===== config.mk =====
export PLATFORM = sky130hd
export DESIGN_NAME = hazard_ctrl
export DESIGN_NICKNAME = d
export VERILOG_FILES = /design/src/rtl/hazard_ctrl.sv
export SDC_FILE = /design/constraint.sdc
export NUM_CORES = 1
export LEC_CHECK = 0
export ABC_AREA = 0
export CAP_MARGIN = 20
export CORE_ASPECT_RATIO = 0.9
export CORE_MARGIN = 4
export CORE_UTILIZATION = 24
export DETAILED_ROUTE_END_ITERATION = 16
export GPL_ROUTABILITY_DRIVEN = 0
export HOLD_SLACK_MARGIN = 0.15
export RECOVER_POWER = 50
export SKIP_CTS_REPAIR_TIMING = 1
export SLEW_MARGIN = 20
export SYNTH_ARGS = -nofsm -noshare
export SYNTH_HDL_FRONTEND = slang
export SYNTH_SLANG_ARGS = --single-unit

===== constraint.sdc =====
create_clock -name CLK -period 2.5 [get_ports CLK]
set_input_delay 0.375 -clock CLK [delete_from_list [all_inputs] [get_ports CLK]]
set_output_delay 0.375 -clock CLK [all_outputs]
set_load 0.02 [all_outputs]

===== src/rtl/hazard_ctrl.sv =====
// Hazard controller for the 5-stage pipeline: load-use stalls, taken-branch flushes,
// data-memory freezes and EXE forwarding selects. Define HAZARD_PERF_EN to add stall/flush counters.
module hazard_ctrl (
  input  logic       CLK,
  input  logic       reset,
  input  logic [4:0] ID_Rs,
  input  logic [4:0] ID_Rt,
  input  logic       ID_UsesRt,
  input  logic [4:0] EXE_Rw,
  input  logic       EXE_RegWr,
  input  logic       EXE_MemtoReg,
  input  logic [4:0] MEM_Rw,
  input  logic       MEM_RegWr,
  input  logic       Branch_Taken,
  input  logic       MEM_Busy,
  output logic       PC_Write,
  output logic       IFID_Write,
  output logic       IFID_Flush,
  output logic       IDEXE_Bubble,
  output logic       Freeze,
  output logic [1:0] EXE_ForwardA,
  output logic [1:0] EXE_ForwardB,
  output logic [1:0] Hazard_State
`ifdef HAZARD_PERF_EN
  ,
  output logic [15:0] Stall_Cnt,
  output logic [15:0] Flush_Cnt
`endif
);

  typedef enum logic [1:0] {
    RUN     = 2'b00,
    LDSTALL = 2'b01,
    FLUSH   = 2'b10,
    WAIT    = 2'b11
  } state_t;

  state_t     state;
  state_t     state_next;
  logic       exe_match_a;
  logic       exe_match_b;
  logic       mem_match_a;
  logic       mem_match_b;
  logic       load_use;
  logic [1:0] fwd_a_id;
  logic [1:0] fwd_b_id;

  // Register 0 is hardwired to zero, so a write to it never creates a dependency.
  assign exe_match_a = EXE_RegWr && (EXE_Rw != 5'd0) && (ID_Rs == EXE_Rw);
  assign exe_match_b = ID_UsesRt && EXE_RegWr && (EXE_Rw != 5'd0) && (ID_Rt == EXE_Rw);
  assign mem_match_a = MEM_RegWr && (MEM_Rw != 5'd0) && (ID_Rs == MEM_Rw);
  assign mem_match_b = ID_UsesRt && MEM_RegWr && (MEM_Rw != 5'd0) && (ID_Rt == MEM_Rw);
  assign load_use    = EXE_MemtoReg && (exe_match_a || exe_match_b);

  assign fwd_a_id = exe_match_a ? 2'b10 : (mem_match_a ? 2'b01 : 2'b00);
  assign fwd_b_id = exe_match_b ? 2'b10 : (mem_match_b ? 2'b01 : 2'b00);

  always_comb begin
    PC_Write     = 1'b1;
    IFID_Write   = 1'b1;
    IFID_Flush   = 1'b0;
    IDEXE_Bubble = 1'b0;
    Freeze       = 1'b0;
    state_next   = RUN;
    if (MEM_Busy) begin
      PC_Write   = 1'b0;
      IFID_Write = 1'b0;
      Freeze     = 1'b1;
      state_next = WAIT;
    end else if (Branch_Taken) begin
      IFID_Flush   = 1'b1;
      IDEXE_Bubble = 1'b1;
      state_next   = FLUSH;
    end else if (load_use) begin
      PC_Write     = 1'b0;
      IFID_Write   = 1'b0;
      IDEXE_Bubble = 1'b1;
      state_next   = LDSTALL;
    end
  end

  assign Hazard_State = state;

  always_ff @(posedge CLK or negedge reset) begin
    if (!reset) begin
      state        <= RUN;
      EXE_ForwardA <= 2'b00;
      EXE_ForwardB <= 2'b00;
`ifdef HAZARD_PERF_EN
      Stall_Cnt    <= 16'd0;
      Flush_Cnt    <= 16'd0;
`endif
    end else begin
      state <= state_next;
      // Forward selects travel with the ID/EXE register: hold on freeze, clear on bubble.
      if (!Freeze) begin
        if (IDEXE_Bubble) begin
          EXE_ForwardA <= 2'b00;
          EXE_ForwardB <= 2'b00;
        end else begin
          EXE_ForwardA <= fwd_a_id;
          EXE_ForwardB <= fwd_b_id;
        end
      end
`ifdef HAZARD_PERF_EN
      if ((state_next == WAIT || state_next == LDSTALL) && Stall_Cnt != 16'hFFFF)
        Stall_Cnt <= Stall_Cnt + 16'd1;
      if (state_next == FLUSH && Flush_Cnt != 16'hFFFF)
        Flush_Cnt <= Flush_Cnt + 16'd1;
`endif
    end
  end

endmodule


==> qor.csv <==
stage,metric,value,unit
outcome,outcome,"complete, no violations",
place,io_buffers,38,
worst_hold_path,hp-class,in2async,
critical_path,r2r_cells,2,
floorplan,ios,39,
synth,syn-cell-area,542,sq um
pwr,power,0.000330,W
timing,slew_violations,0,
cts,clkSlewWorstSetupHoldPaths,0.04,ns
critical_path,cp_data_arrival_time,2.08,ns
place,pre_cts_ws,-0.636,ns
layout,final_cell_mix,"clkdlybuf4s50_1, buf_4, xor2_1, dlymetal6s2s_1",
layout,num_antenna_cells,0,
cts,cts_root_buffer,clkbuf_4,
cts,cts_sinks,6,
synth,ys_warn_count,0,
synth,synth_fp_nets,89,
critical_path,reg2reg_to,EXE_ForwardB[0],
critical_path,rr_startpoint,EXE_ForwardB[0],
floorplan,dieArea,3080,sq um
timing,skew,0,ns
critical_path,crit_path_end_kind,primary output,
timing,fin_crit_sh,98.1,%
pwr,sequentialPowerShare,30.4,%
routing,drt_iter0_drc,8,
routing,routed_wl,1.72,mm
floorplan,chipHeight,53.1,um
synth,ys_seq_area_share,27.7,%
grt,grt_remaining_overflow,0,
pwr,switching_share,27.5,%
synth,avgSynthCellArea,8.88,sq um
critical_path,rrSetupSlack,1.71,ns
routing,antenna_left,0,
floorplan,rows,16,
pwr,combPwrFrac,44.0,%
timing,hold_ws,0.443,ns
critical_path,crit_required,2.12,ns
cts,numCtsBuffers,3,
timing,slew_headroom,82.4,%
pwr,clkPwrFrac,25.6,%
synth,ys_ff_latch,6,
grt,grtUsageTotal,11.2,%
timing,period_needed,2.45,ns
pwr,vdd_ir_drop_max,0.000182,V
grt,grt_antenna_before_repair,0,
place,placed_area,1080,sq um
place,dp_hpwl,1.57,mm
pwr,power.switching,0.0000907,W
synth,synth_cells,61,
routing,wire_per_inst,11.9,um
critical_path,crit_type,in2out,
grt,grt_pass1_wl,2.64,mm
timing,max_freq,0.408,GHz
routing,num_vias,670,
timing,max_slew.worst_pin.slew,0.264,ns
layout,ff_latch_area,150,sq um
layout,fillerInstances,216,
pwr,p_int,0.000239,W
routing,viasPerCell,4.62,
timing,finalHoldViolCount,0,
synth,synthDistinctLibCells,25,
layout,multi_input_area,420,sq um
layout,drive_gt1_share,30.5,%
floorplan,dieWidth,58.1,um
grt,grt_max_degree,9,
timing,finalSetupViolCount,0,
floorplan,start_util,25.1,%
timing,rsz0062_at_grt,false,
cts,htree_levels,1,
routing,drc,0,
critical_path,cp-start-kind,primary input,
pwr,cellPowerDensity,280,nW/um^2
run,cap_violations,0,
layout,stdcell_area,1180,sq um
grt,first_global_vias,660,
layout,nNetsFinal,148,
layout,syn_to_final_growth,117,%
cts,cts_tree,yes,
pwr,p_leak,0.563,nW
critical_path,cp_max_fo,3,
floorplan,core_area,2160,sq um
routing,first_pass_iters,5,
cts,cts_max_path_buffers,2,
cts,clk_latency,0.24,ns
timing,setup_slack,0.0487,ns
metrics by stage:
| step | utilization, % | cells | setup TNS [ns] |
|---|---|---|---|
| floorplan | - | 61 | 0 |
| global placement | 49.9 | 142 | -1.75 |
| detailed placement | 49.9 | 142 | -1.86 |
| CTS | 51.0 | 145 | -1.86 |
| global route | 54.4 | 145 | 0 |
| finish | 54.4 | 145 | 0 |
power by group through the flow:
| stage | logic [W] | registers [W] | clock network (W) |
|---|---|---|---|
| after floorplan | 0.0000427 | 0.000105 | 0 |
| after global placement | 0.000139 | 0.000102 | 0 |
| after detailed placement | 0.000141 | 0.000102 | 0 |
| after CTS | 0.000141 | 0.000100 | 0.0000904 |
| after global routing | 0.000156 | 0.000100 | 0.0000977 |
| final | 0.000145 | 0.000100 | 0.0000844 |
worst max path at each step:
stage / to / cells after the start / slack (ns) / startpoint
finish: IDEXE_Bubble / 7 / 0.05 / EXE_Rw[1]
global route: IDEXE_Bubble / 7 / 0.002 / EXE_Rw[1]
CTS: IFID_Write / 7 / -0.64 / EXE_Rw[4]
detailed placement: IFID_Write / 7 / -0.64 / EXE_Rw[4]
global placement: IFID_Write / 7 / -0.59 / EXE_Rw[4]
floorplan: PC_Write / 6 / 0.05 / EXE_Rw[3]
sequential cells by signal, summed over array words and instances, names as in the netlist:
signal and flops:
EXE_ForwardA 2, EXE_ForwardB 2, Hazard_State 2
routing by layer:
layer	up-vias	global-route usage, %	routed length (um)
met4	0	7.34	53
met2	40	20.3	796
met1	292	11.0	692
li1	332	-	-
met3	6	3.41	181
met5	-	0	0
worst max-delay path, stage by stage:
cell	delay, ns
clkdlybuf4s50_1	0.42
or4_4	0.43
nor2_4	0.16
nor4_4	0.05
buf_4	0.14
o31a_2	0.33
buf_4	0.16
kinds of logic after synthesis:
family	share of synthesized area, %
buffers and inverters	4.15
AOI/OAI and AO/OA	12.2
DFF	27.7
xor gates and xnor gates	32.3
and+or+nand+nor	23.6
final cells by class:
cell class,instances,area share (%)
clock buffers,3,1.91
inverters,1,0.319
multi-input cells,51,35.7
flip-flops and latches,6,12.8
well taps,27,2.87
repair buffers,57,46.4
Yosys cell counts, drive strengths merged:
| library cell | instances | share of area (%) |
|---|---|---|
| o21ai | 2 | 1.8 |
| a31o | 1 | 1.6 |
| a21oi | 1 | 0.92 |
| nand4 | 1 | 1.2 |
| or2 | 2 | 2.3 |
| xor2 | 16 | 26 |
| o21a | 1 | 1.4 |
| nor2b | 1 | 1.2 |
| a22o | 2 | 3.5 |
| inv | 1 | 0.69 |
| o31a | 1 | 1.8 |
| a31oi | 1 | 1.2 |
| xnor2 | 4 | 6.5 |
| buf | 2 | 2.8 |
| nor4 | 3 | 3.5 |
| or4 | 5 | 6.9 |
| nor3 | 2 | 1.8 |
| nand3 | 1 | 0.92 |
| and2 | 1 | 1.2 |
| clkbuf | 1 | 0.69 |
| nor2 | 4 | 3.2 |
| dfrtp | 6 | 28 |
| nand2 | 2 | 1.4 |
Note: power is estimated with default switching activity, not from simulation.
